--- config.mk ---
export PLATFORM = sky130hd
export DESIGN_NAME = sram_pixel_writer
export DESIGN_NICKNAME = d
export VERILOG_FILES = /design/src/rtl/sram_pixel_writer_pkg.sv /design/src/rtl/sram_pixel_writer_fb_addr_gen.sv /design/src/rtl/sram_pixel_writer.sv
export SDC_FILE = /design/constraint.sdc
export NUM_CORES = 1
export LEC_CHECK = 0
export ABC_AREA = 1
export BUFFER_PORTS_ARGS = -buffer_cell sky130_fd_sc_hd__buf_2
export CORE_MARGIN = 2
export CORE_UTILIZATION = 45
export CTS_CLUSTER_DIAMETER = 60
export DETAILED_ROUTE_END_ITERATION = 12
export HOLD_SLACK_MARGIN = 0.06
export PLACE_DENSITY_LB_ADDON = 0.15
export SYNTH_ARGS = -nofsm -noshare
export SYNTH_HDL_FRONTEND = slang
export SYNTH_SLANG_ARGS = --single-unit
--- constraint.sdc ---
create_clock -name clk -period 6.2 [get_ports clk]
set_clock_uncertainty 0.15 [all_clocks]
set_input_delay 0.62 -clock clk [delete_from_list [all_inputs] [get_ports clk]]
set_output_delay 0.62 -clock clk [all_outputs]
set_load 0.02 [all_outputs]
--- src/rtl/sram_pixel_writer_pkg.sv ---
// sram_pixel_writer_pkg
//   Types and constants shared by the SRAM pixel writer and the VGA-side
//   buffer select: write FSM state, SRAM control bundle, default frame
//   geometry / buffer bases, and the RGB888 -> RGB565 packing function.
package sram_pixel_writer_pkg;

    typedef enum logic [1:0] {
        IDLE   = 2'd0,
        SETUP  = 2'd1,
        STROBE = 2'd2
    } wr_state_t;

    // SRAM control pins, all active-low except dq_oe.
    typedef struct packed {
        logic ce_n;
        logic we_n;
        logic oe_n;
        logic ub_n;
        logic lb_n;
        logic dq_oe;
    } sram_ctl_t;

    localparam sram_ctl_t CTL_IDLE   = '{ce_n: 1'b1, we_n: 1'b1, oe_n: 1'b1, ub_n: 1'b1, lb_n: 1'b1, dq_oe: 1'b0};
    localparam sram_ctl_t CTL_SETUP  = '{ce_n: 1'b0, we_n: 1'b1, oe_n: 1'b1, ub_n: 1'b0, lb_n: 1'b0, dq_oe: 1'b1};
    localparam sram_ctl_t CTL_STROBE = '{ce_n: 1'b0, we_n: 1'b0, oe_n: 1'b1, ub_n: 1'b0, lb_n: 1'b0, dq_oe: 1'b1};

    localparam int          H_RES_DEF    = 320;
    localparam int          V_RES_DEF    = 240;
    localparam logic [19:0] FB_BASE0_DEF = 20'h00000;
    localparam logic [19:0] FB_BASE1_DEF = 20'h12C00;

    function automatic logic [15:0] rgb888_to_565(input logic [23:0] rgb);
        return {rgb[23:19], rgb[15:10], rgb[7:3]};
    endfunction

endpackage

--- src/rtl/sram_pixel_writer_fb_addr_gen.sv ---
// sram_pixel_writer_fb_addr_gen
//   Frame-buffer address generator. Tracks x/y of the next pixel and the
//   row base (y*H_RES, accumulated, no multiplier).
//   Ports:
//     clk, reset  clock, synchronous active-high reset
//     advance     a pixel is accepted this cycle; step the position
//     sof         accepted pixel starts a frame; position forced to (0,0)
//     buf_sel     write buffer index: 0 -> FB_BASE0, 1 -> FB_BASE1
//     addr        SRAM word address of the pixel being accepted
//     last        the pixel being accepted is the final one of its frame
module sram_pixel_writer_fb_addr_gen
    import sram_pixel_writer_pkg::*;
#(
    parameter int          H_RES    = H_RES_DEF,
    parameter int          V_RES    = V_RES_DEF,
    parameter logic [19:0] FB_BASE0 = FB_BASE0_DEF,
    parameter logic [19:0] FB_BASE1 = FB_BASE1_DEF
) (
    input  logic        clk,
    input  logic        reset,
    input  logic        advance,
    input  logic        sof,
    input  logic        buf_sel,
    output logic [19:0] addr,
    output logic        last
);
    localparam int XW = (H_RES > 1) ? $clog2(H_RES) : 1;
    localparam int YW = (V_RES > 1) ? $clog2(V_RES) : 1;

    logic [XW-1:0] x, x_eff;
    logic [YW-1:0] y, y_eff;
    logic [19:0]   row_base, row_eff;
    logic          x_end;

    // sof overrides the stored position so the sof pixel lands on the base.
    always_comb begin
        x_eff   = sof ? '0 : x;
        y_eff   = sof ? '0 : y;
        row_eff = sof ? '0 : row_base;
        x_end   = (x_eff == XW'(H_RES - 1));
        last    = x_end && (y_eff == YW'(V_RES - 1));
        addr    = (buf_sel ? FB_BASE1 : FB_BASE0) + row_eff + 20'(x_eff);
    end

    always_ff @(posedge clk) begin
        if (reset) begin
            x        <= '0;
            y        <= '0;
            row_base <= '0;
        end else if (advance) begin
            if (last) begin
                x        <= '0;
                y        <= '0;
                row_base <= '0;
            end else if (x_end) begin
                x        <= '0;
                y        <= y_eff + 1'b1;
                row_base <= row_eff + 20'(H_RES);
            end else begin
                x        <= x_eff + 1'b1;
                y        <= y_eff;
                row_base <= row_eff;
            end
        end
    end

endmodule

--- src/rtl/sram_pixel_writer.sv ---
// sram_pixel_writer
//   Takes RGB888 pixels, packs them to RGB565 and writes them into a 16-bit
//   async SRAM double-buffered frame buffer (SETUP cycle, then WE strobe).
//   Ports:
//     clk, reset            clock, synchronous active-high reset
//     s_valid/s_ready       pixel handshake; s_data = {R,G,B}; s_sof = frame start
//     sram_addr/sram_dq_out registered write address and data
//     sram_dq_oe            parent drives SRAM_DQ when 1
//     sram_*_n              registered active-low SRAM strobes
//     frame_done            one-cycle pulse after the last pixel's strobe
//     disp_buf              buffer the display side should scan out
//     busy                  a write cycle is in progress
module sram_pixel_writer
    import sram_pixel_writer_pkg::*;
#(
    parameter int          H_RES    = H_RES_DEF,
    parameter int          V_RES    = V_RES_DEF,
    parameter logic [19:0] FB_BASE0 = FB_BASE0_DEF,
    parameter logic [19:0] FB_BASE1 = FB_BASE1_DEF
) (
    input  logic        clk,
    input  logic        reset,
    input  logic        s_valid,
    output logic        s_ready,
    input  logic [23:0] s_data,
    input  logic        s_sof,
    output logic [19:0] sram_addr,
    output logic [15:0] sram_dq_out,
    output logic        sram_dq_oe,
    output logic        sram_we_n,
    output logic        sram_oe_n,
    output logic        sram_ce_n,
    output logic        sram_ub_n,
    output logic        sram_lb_n,
    output logic        frame_done,
    output logic        disp_buf,
    output logic        busy
);
    wr_state_t   state, state_next;
    sram_ctl_t   ctl, ctl_next;
    logic        accept;
    logic        last, last_pend;
    logic        wr_buf;
    logic [19:0] pix_addr;

    assign s_ready = ~reset & (state != SETUP);
    assign accept  = s_valid & s_ready;
    assign busy    = (state != IDLE);

    // last_pend marks that the pixel in flight closes the frame. A pixel
    // accepted during that final STROBE already belongs to the next frame,
    // i.e. to the buffer disp_buf is about to stop pointing at.
    assign wr_buf = ~(disp_buf ^ last_pend);

    sram_pixel_writer_fb_addr_gen #(
        .H_RES   (H_RES),
        .V_RES   (V_RES),
        .FB_BASE0(FB_BASE0),
        .FB_BASE1(FB_BASE1)
    ) u_addr_gen (
        .clk    (clk),
        .reset  (reset),
        .advance(accept),
        .sof    (s_sof),
        .buf_sel(wr_buf),
        .addr   (pix_addr),
        .last   (last)
    );

    always_ff @(posedge clk) begin
        if (reset) state <= IDLE;
        else       state <= state_next;
    end

    always_comb begin
        state_next = IDLE;
        case (state)
            IDLE:    state_next = accept ? SETUP : IDLE;
            SETUP:   state_next = STROBE;
            STROBE:  state_next = accept ? SETUP : IDLE;
            default: state_next = IDLE;
        endcase
    end

    // Strobes are decoded from the next state and registered, so every
    // SRAM pin comes straight from a flop.
    always_comb begin
        ctl_next = CTL_IDLE;
        case (state_next)
            SETUP:   ctl_next = CTL_SETUP;
            STROBE:  ctl_next = CTL_STROBE;
            default: ctl_next = CTL_IDLE;
        endcase
    end

    always_ff @(posedge clk) begin
        if (reset) begin
            ctl         <= CTL_IDLE;
            sram_addr   <= '0;
            sram_dq_out <= '0;
            last_pend   <= 1'b0;
            frame_done  <= 1'b0;
            disp_buf    <= 1'b0;
        end else begin
            ctl        <= ctl_next;
            frame_done <= 1'b0;
            if (accept) begin
                sram_addr   <= pix_addr;
                sram_dq_out <= rgb888_to_565(s_data);
            end
            if (state == STROBE) begin
                frame_done <= last_pend;
                if (last_pend) disp_buf <= ~disp_buf;
            end
            if (accept)                last_pend <= last;
            else if (state == STROBE)  last_pend <= 1'b0;
        end
    end

    assign sram_ce_n  = ctl.ce_n;
    assign sram_we_n  = ctl.we_n;
    assign sram_oe_n  = ctl.oe_n;
    assign sram_ub_n  = ctl.ub_n;
    assign sram_lb_n  = ctl.lb_n;
    assign sram_dq_oe = ctl.dq_oe;

endmodule

==> results of run 1 <==
==> metal layers <==
layer | vias up | share of wire | GRT usage
li1 | 2616 | - | -
met3 | 23 | 0.035 | 0.0347
met2 | 95 | 0.44 | 0.370
met1 | 2216 | 0.50 | 0.325
met5 | - | 0 | 0
met4 | 0 | 0.027 | 0.102
==> path summary, 6_finish.rpt <==
kind | startpoint | to | slack (ps) | cells after the start
worst min register to register | u_addr_gen.row_base[0] | u_addr_gen.row_base[0] | 310 | 2
worst max register to register | u_addr_gen.x[0] | u_addr_gen.row_base[15] | 3340 | 12
worst min-delay path | s_data[5] | sram_dq_out[2] | 290 | 3
worst max-delay path | s_sof | u_addr_gen.row_base[15] | 3090 | 12
==> per-stage QoR <==
stage / hold slack [ps] / setup slack (ps)
after CTS: 268 / 3120
after global routing: 283 / 2840
after floorplan: 275 / 3580
after detailed placement: 303 / 2710
final: 289 / 3090
after global placement: 285 / 2730
==> worst register-to-register path, delay by kind of cell, from the launching register on <==
| kind | cells | cell delay (ps) |
|---|---|---|
| buffers and inverters | 3 | 670 |
| DFF | 1 | 330 |
| AOI/OAI and AO/OA | 2 | 320 |
| and+or+nand+nor | 6 | 990 |
| adders and majority gates | 1 | 270 |
==> cell families after synthesis <==
logic type	Yosys count
AO/OA/AOI/OAI	83
XOR/XNOR	15
adder cells (fa/ha/maj)	7
buffers and inverters	122
flip-flops	81
other	1
AND/OR/NAND/NOR	490
==> sequential cells by signal (all words and copies together) (netlist names) <==
| name | flops |
|---|---|
| sram_we_n | 1 |
| u_addr_gen.y | 8 |
| sram_dq_oe | 1 |
| frame_done | 1 |
| disp_buf | 1 |
| u_addr_gen.row_base | 20 |
| last_pend | 1 |
| sram_addr | 20 |
| sram_dq_out | 16 |
| state | 2 |
| sram_ce_n | 1 |
| u_addr_gen.x | 9 |
==> final cells by class <==
cell class | instances | area share
Multi-Input combinational cell | 596 | 0.515
Tap cell | 140 | 0.0318
Timing Repair Buffer | 67 | 0.0623
Clock buffer | 11 | 0.0275
Sequential cell | 81 | 0.294
Clock inverter | 5 | 0.00704
Inverter | 90 | 0.0618
==> placed cells by master, fill, tap and decap left out, drive strengths merged, types with 2 or more instances in the layout <==
master / count
nand2: 292
inv: 90
nand3: 86
nor2: 82
dfxtp: 81
buf: 67
a21oi: 46
o21ai: 26
nor3: 16
xor2: 12
clkbuf: 11
nand4: 10
ha: 7
clkinv: 4
xnor2: 3
o21a: 3
nor4: 2
a21boi: 2
==> power by group through the flow <==
stage               clock network, W  logic (W)  registers (W)
floorplan                          0  0.0000717       0.000585
global route                0.000411   0.000146       0.000553
finish                      0.000372   0.000131       0.000550
CTS                         0.000389   0.000133       0.000550
detailed placement                 0   0.000132       0.000563
global placement                   0   0.000131       0.000562
==> impl_metrics.toml, run 1 <==
[yosys]
synthFlopType = "dfxtp_1"
synth_mux_area_frac = 0
async_reset_ff_frac = 0
synthTopCellsByCount = "nand2_1 (281), inv_1 (84), dfxtp_1 (81)"
synth_xor_area_frac = 0.0264
synth_edf_count = 0
ys_seq_area_frac = 0.326
synth_fa_ha_area_frac = 0.0176
syn_nets = 834
yosysUniqueCellTypes = 43
synth_simple_gate_area_frac = 0.433
synth-compound-area-share = 0.0917
yosys.area.top_type = "dfxtp_1"
syn_avg_cell_area_um2 = 6.23
yosysMostFrequentCell = "nand2_1"
netlist_area_um2 = 4980
synth_warnings = 0
ys_ff_latch = 81
synthTopCellsByArea = "dfxtp_1 (33%), nand2_1 (21%), nand3_1 (7.8%), inv_1 (6.3%), nor2_1 (5.1%)"
netlist.area_leader.share = 0.326
synth_top_family_by_area = "simple AND/OR/NAND/NOR gates"
syn-instance-count = 799

[setup_path]
cpLargestDelayFamily = "simple AND/OR/NAND/NOR gates"
crit_type = "input pin to register"
crit_buf_inv = 3
arrival_ps = 3180
crit_top_cell = "nor2_1"
slowest_delay_ps = 490
setup.worst_path.end_class = "register"
slowest_stage = "inv_1"
worstPathCellList = "buf_2 -> nor2_1 -> ha_1 -> nand3_2 -> nor2_2 -> nand3_1 -> inv_2 -> nand2_1 -> inv_1 -> a21boi_0 -> a21boi_1 -> nor2_1"
cp-start-kind = "input pin"
cp.required_ps = 6280
cp_max_fo = 21

[place]
portBuffers = 64
routabilityCongestion = 0.872
dp.cells = 974
dp_hpwl_um = 9720
place_area_um2 = 5320

[finish]
drive_gt1_frac = 0.151
multi_input_area_um2 = 2840
stdcell_area_um2 = 5510
area_delta_synth_final_pct = 10.6
nFillCells = 1168
seq_area_um2 = 1620
final_core_util = 0.508
num_antenna_cells = 0
fin_nets = 880
final_cells = 990

[power_and_ir_drop]
intPower_w = 0.000748
seq_power_share = 0.522
swShare = 0.290
power_frac_comb = 0.125
leakage_nw = 2.64
report.power.total_w = 0.00105
p_sw_w = 0.000306
p_clk_frac = 0.353
powerDensity_nw_per_um2 = 191
irDropWorstVdd_mv = 0.109

[drt]
drt_iter0_markers = 292
firstDrtPassIters = 5
wl_per_cell_um = 13.5
drcViolationCount = 0
vias_per_cell = 5.00
postRouteAntennaNets = 0
wl_um = 13400
vias = 4950

[sta]
report.final.slew_viol_count = 0
max_slew_margin = 0.467
fin_crit_sh = 0.501
worst_pin_slew_ps = 800
rsz0062_at_grt = "false"
report.final.hold_viol_count = 0
period_needed_ps = 3110
fmax_mhz = 322
setup_violations = 0
setup_tns_ps = 0

[clocking]
postCtsResizedCells = 0
cts-root-buf = "clkbuf_8"
cts_tree = "done"
cts_hold_repair.buffers = 0
path_clk_slew_ps = 80
clock-sinks = 81
postCtsSetupRepairBufs = 0
h-tree-depth = 3
max-clock-path-buffers = 2
clk_latency_ps = 370
tritoncts.num_buffers = 9

[grt]
overflow = 0
antenna_found_initial = 0
grt_first_pass_wirelength_um = 21900
grt_pass1_vias = 4650
grt_use_total = 0.237
grt_max_degree = 79

[floorplanning]
dieHeight_um = 109
core_um2 = 10800
io_pins = 74
chipWidth_um = 109
start_util = 0.459
dieArea_um2 = 11900
rows = 38

[flow_run]
max_cap_viol_count = 0

[run_status]
status = "completed"

[worst_hold_path]
worstHoldPathType = "input pin to register"
Note: power is estimated with default switching activity, not from simulation.
==> run 2: changes to the inputs <==
==> constraint.sdc (replaced) <==
create_clock -name clk -period 2.73 [get_ports clk]
set_clock_uncertainty 0.15 [all_clocks]
set_input_delay 0.273 -clock clk [delete_from_list [all_inputs] [get_ports clk]]
set_output_delay 0.273 -clock clk [all_outputs]
set_load 0.02 [all_outputs]
==> run 2 against run 1 <==
Net effect:
- sequential share of layout area down 1.4 points
- final cell count is 2.9% higher
- register-to-register slack lost 3100 ps
- first-iteration DRC count rose by 23%
- critical path type is now register to register
- largest power group unchanged
==> impl_metrics.toml, run 2 (same netlist as run 1, synthesis figures left out) <==
[setup_path]
arrival_ps = 2610
cp.required_ps = 2840
cp_max_fo = 20
cp-start-kind = "register"
crit_type = "register to register"
setup.worst_path.end_class = "register"

[flow_run]
max_cap_viol_count = 0

[place]
portBuffers = 64
dp_hpwl_um = 10000
routabilityCongestion = 0.889

[worst_hold_path]
worstHoldPathType = "input pin to register"

[sta]
period_needed_ps = 2500
rsz0062_at_grt = "false"
report.final.slew_viol_count = 0
fmax_mhz = 399
report.final.hold_viol_count = 0
max_slew_margin = 0.447
setup_violations = 0
holdWs_ps = 216
worst_pin_slew_ps = 830
fin_crit_sh = 0.917
setup_tns_ps = 0

[finish]
fin_nets = 909
nFillCells = 1114
final_cell_mix = "nand2_1 (280), inv_1 (84), dfxtp_1 (81), nand3_1 (78), nor2_1 (68)"
drive_gt1_frac = 0.159
final_common_cell = "nand2_1"
area_delta_synth_final_pct = 16.0
num_antenna_cells = 0
top_regs = "sram_addr (20), u_addr_gen.row_base (20), sram_dq_out (16)"

[clocking]
max-clock-path-buffers = 2
postCtsSetupRepairBufs = 0
clk_latency_ps = 380
tritoncts.num_buffers = 9
clock-sinks = 81
cts_tree = "done"
h-tree-depth = 3
path_clk_slew_ps = 90
cts-root-buf = "clkbuf_8"
postCtsResizedCells = 0

[floorplanning]
start_util = 0.459
dieHeight_um = 109
chipWidth_um = 109
io_pins = 74
core_um2 = 10800
dieArea_um2 = 11900
rows = 38

[power_and_ir_drop]
powerDensity_nw_per_um2 = 432
leakage_nw = 2.77
p_sw_w = 0.000726
irDropWorstVdd_mv = 0.281
intPower_w = 0.00177
report.power.total_w = 0.00250
power_frac_comb = 0.132
p_clk_frac = 0.368
seq_power_share = 0.500
swShare = 0.291

[drt]
firstDrtPassIters = 7
drt_iter0_markers = 358
vias = 5142
wl_per_cell_um = 13.4
drcViolationCount = 0
postRouteAntennaNets = 0
vias_per_cell = 5.05
wl_um = 13700

[grt]
grt_first_pass_wirelength_um = 22500
overflow = 0
antenna_found_initial = 0
grt_use_total = 0.241
grt_max_degree = 79
grt_pass1_vias = 4784

[run_status]
status = "completed"
-- run 2: cell count changes in the layout (fill, tap and decap cells not counted) --
cell / change
clkinv_2: -1
dlygate4sd3_1: +16
clkbuf_8: -2
buf_4: +13
clkbuf_1: +1
inv_8: +1
bufinv_16: +1
-- run 2: power by group through the flow --
stage                     clock (W)  combinational [W]  sequential [W]
after floorplan                   0           0.000163         0.00133
after global placement            0           0.000310         0.00128
after detailed placement          0           0.000313         0.00128
after CTS                  0.000948           0.000332         0.00125
after global routing       0.000991           0.000364         0.00126
final                      0.000919           0.000329         0.00125
-- run 2: final timing paths --
check,startpoint,end,slack [ps],cells past startpoint
worst max-delay path,u_addr_gen.x[1],u_addr_gen.row_base[15],230,14
worst min-delay path,s_sof,u_addr_gen.x[0],220,3
worst max register to register,u_addr_gen.x[1],u_addr_gen.row_base[15],230,14
worst min register to register,u_addr_gen.row_base[0],u_addr_gen.row_base[0],300,2
-- run 2: final cells by class --
cell class	instances	area, µm²	share of cell area
multi-input cells	596	2840	0.491
flip-flops and latches	81	1620	0.281
inverters	90	340	0.0589
repair buffers	96	601	0.104
clock inverters	6	75.1	0.0130
well taps	140	175	0.0303
clock buffers	10	128	0.0221
-- run 2: metrics by stage --
step / util / setup slack, ps / area [µm²] / cells
after floorplan: - / 457 / 4980 / 799
after global placement: 0.499 / 209 / 5410 / 987
after detailed placement: 0.499 / 170 / 5410 / 987
after CTS: 0.533 / 220 / 5780 / 1019
after global routing: 0.533 / 6.39 / 5780 / 1019
final: 0.533 / 226 / 5780 / 1019
-- run 2: critical path: stages (launching register included) --
cell	delay (ps)
dfxtp_1	400
inv_1	70
nor2_1	180
ha_1	230
nand3_2	80
nor2_2	120
nand3_1	130
inv_2	120
nand3_2	100
nor2_4	130
nand3_2	100
nand2_2	130
inv_2	170
a21boi_1	190
nor2_1	50
-- run 2: layer usage --
metal  share of wire  up-vias  GRT usage
li1                -     2677          -
met1            0.49     2326      0.329
met2            0.45      125      0.390
met3           0.045       14     0.0299
met4           0.013        0     0.0868
met5               0        -          0
-- run 2: repair_timing --
item,4_1_cts,5_1_grt
hold buffers,16,0
endpoints found under the setup margin,0,0
endpoints found under the hold margin,16,0
==> run 3: changes to the inputs <==
--- a/config.mk
+++ b/config.mk
@@ -8,8 +8,8 @@
 export ABC_AREA = 1
 export BUFFER_PORTS_ARGS = -buffer_cell sky130_fd_sc_hd__buf_2
 export CORE_MARGIN = 2
-export CORE_UTILIZATION = 45
-export CTS_CLUSTER_DIAMETER = 60
+export CORE_UTILIZATION = 49
+export CTS_CLUSTER_DIAMETER = 120
 export DETAILED_ROUTE_END_ITERATION = 12
 export HOLD_SLACK_MARGIN = 0.06
 export PLACE_DENSITY_LB_ADDON = 0.15
==> run 3 against run 2 <==
Net effect:
- sequential share of layout area down 0.097 points
- worst setup slack improved by 2.0 ps
- via count rose by 0.68%
- sequential cell count unchanged
- wire length fell by 1.4%
- utilization grew 5.7 points
- critical path depth shrank 1
- combinational power about the same
==> impl_metrics.toml, run 3 (same netlist as run 1, synthesis figures left out) <==
[run_status]
status = "completed"

[sta]
setup_violations = 0
period_needed_ps = 2500
fmax_mhz = 400
setup_tns_ps = 0
report.final.slew_viol_count = 0
holdWs_ps = 265
rsz0062_at_grt = "false"
layout_setup_ws_ps = 228
fin_crit_sh = 0.916
report.final.hold_viol_count = 0

[clocking]
tritoncts.num_buffers = 9
clock-sinks = 81
cts-root-buf = "clkbuf_8"
h-tree-depth = 3
cts_tree = "done"
max-clock-path-buffers = 2
postCtsSetupRepairBufs = 0
path_clk_slew_ps = 90
clk_latency_ps = 370

[grt]
antenna_found_initial = 0
grt_pass1_vias = 4653
overflow = 0
grt_first_pass_wirelength_um = 22300
grt_use_total = 0.251
grt_max_degree = 48

[finish]
num_antenna_cells = 0
stdcell_area_um2 = 5800
fin_nets = 909
final_common_cell = "nand2_1"
final_cell_mix = "nand2_1 (279), inv_1 (83), dfxtp_1 (81), nand3_1 (78), nor2_1 (68)"
nFillCells = 994
area_delta_synth_final_pct = 16.4
drive_gt1_frac = 0.163
top_regs = "sram_addr (20), u_addr_gen.row_base (20), sram_dq_out (16)"

[drt]
wl_per_cell_um = 13.3
firstDrtPassIters = 5
wl_um = 13500
vias_per_cell = 5.12
vias = 5177
postRouteAntennaNets = 0
drt_iter0_markers = 273
drcViolationCount = 0

[power_and_ir_drop]
irDropWorstVdd_mv = 0.295
report.power.total_w = 0.00260
leakage_nw = 2.76
powerDensity_nw_per_um2 = 448

[setup_path]
r2r_cells = 13
cp_max_fo = 4
arrival_ps = 2630
crit_type = "register to register"
cp-start-kind = "register"
cp.required_ps = 2860
setup.worst_path.end_class = "register"

[place]
preCtsSetupSlack_ps = 181
dp_hpwl_um = 10100
routabilityCongestion = 0.907
place_area_um2 = 5410
portBuffers = 64

[worst_hold_path]
min_path_cells = 4
worstHoldPathType = "input pin to register"

[floorplanning]
chipWidth_um = 105
dieArea_um2 = 11000
dieHeight_um = 105
rows = 36
start_util = 0.507
core_um2 = 9820
io_pins = 74

[flow_run]
max_cap_viol_count = 0
## run 3: cell count changes in the layout (fill, tap and decap cells not counted), sizes merged
cell | previous run | this run
bufinv | 1 | 2
clkbuf | 10 | 9
clkinv | 3 | 1
clkinvlp | 1 | 3
## run 3: worst max-delay path: stages (launching register included)
cell     delay, ps
dfxtp_1        380
inv_1          100
nand2_1        120
nand2_1        140
ha_1           380
inv_1          100
nor2_2         180
nand2_1        130
nor2_1         180
nand3_1        140
nand4_1        110
nand3_1        150
nand2_1        100
inv_1           40
## run 3: through the flow
step | instances | util
after floorplan | 799 | -
after global placement | 980 | 0.550
after detailed placement | 980 | 0.550
after CTS | 1012 | 0.590
after global routing | 1012 | 0.590
final | 1012 | 0.590
## run 3: final timing paths
| path | from | to | slack (ps) |
|---|---|---|---|
| max | disp_buf | sram_addr[19] | 230 |
| min | s_valid | state[0] | 270 |
| max reg2reg | disp_buf | sram_addr[19] | 230 |
| min reg2reg | u_addr_gen.y[4] | u_addr_gen.y[4] | 320 |
## run 3: power breakdown
group	total [W]	switching, W	internal, W
clock	0.00102	0.000491	0.000525
combinational	0.000330	0.000220	0.000110
sequential	0.00125	0.0000230	0.00123
## run 3: routing by layer
| metal | GRT usage | part of all wire | vias to the layer above |
|---|---|---|---|
| met5 | 0 | 0 | - |
| met4 | 0.103 | 0.025 | 0 |
| met3 | 0.0349 | 0.040 | 22 |
| met2 | 0.403 | 0.45 | 134 |
| met1 | 0.337 | 0.48 | 2343 |
| li1 | - | - | 2678 |
## run 3: what timing repair did
action                                  in CTS  in global routing
resized for setup                            0                  2
endpoints found under the setup margin       0                  2
hold buffers                                16                  0
hold endpoints to repair                    16                  0
## run 3: layout make-up
type | count | area, µm² | area share
clock buffer | 9 | 124 | 0.0214
sequential | 81 | 1620 | 0.280
inverter | 90 | 344 | 0.0594
tap | 133 | 166 | 0.0287
clock inverter | 7 | 101 | 0.0175
timing repair buffer | 96 | 601 | 0.104
multi-input combinational | 596 | 2840 | 0.490
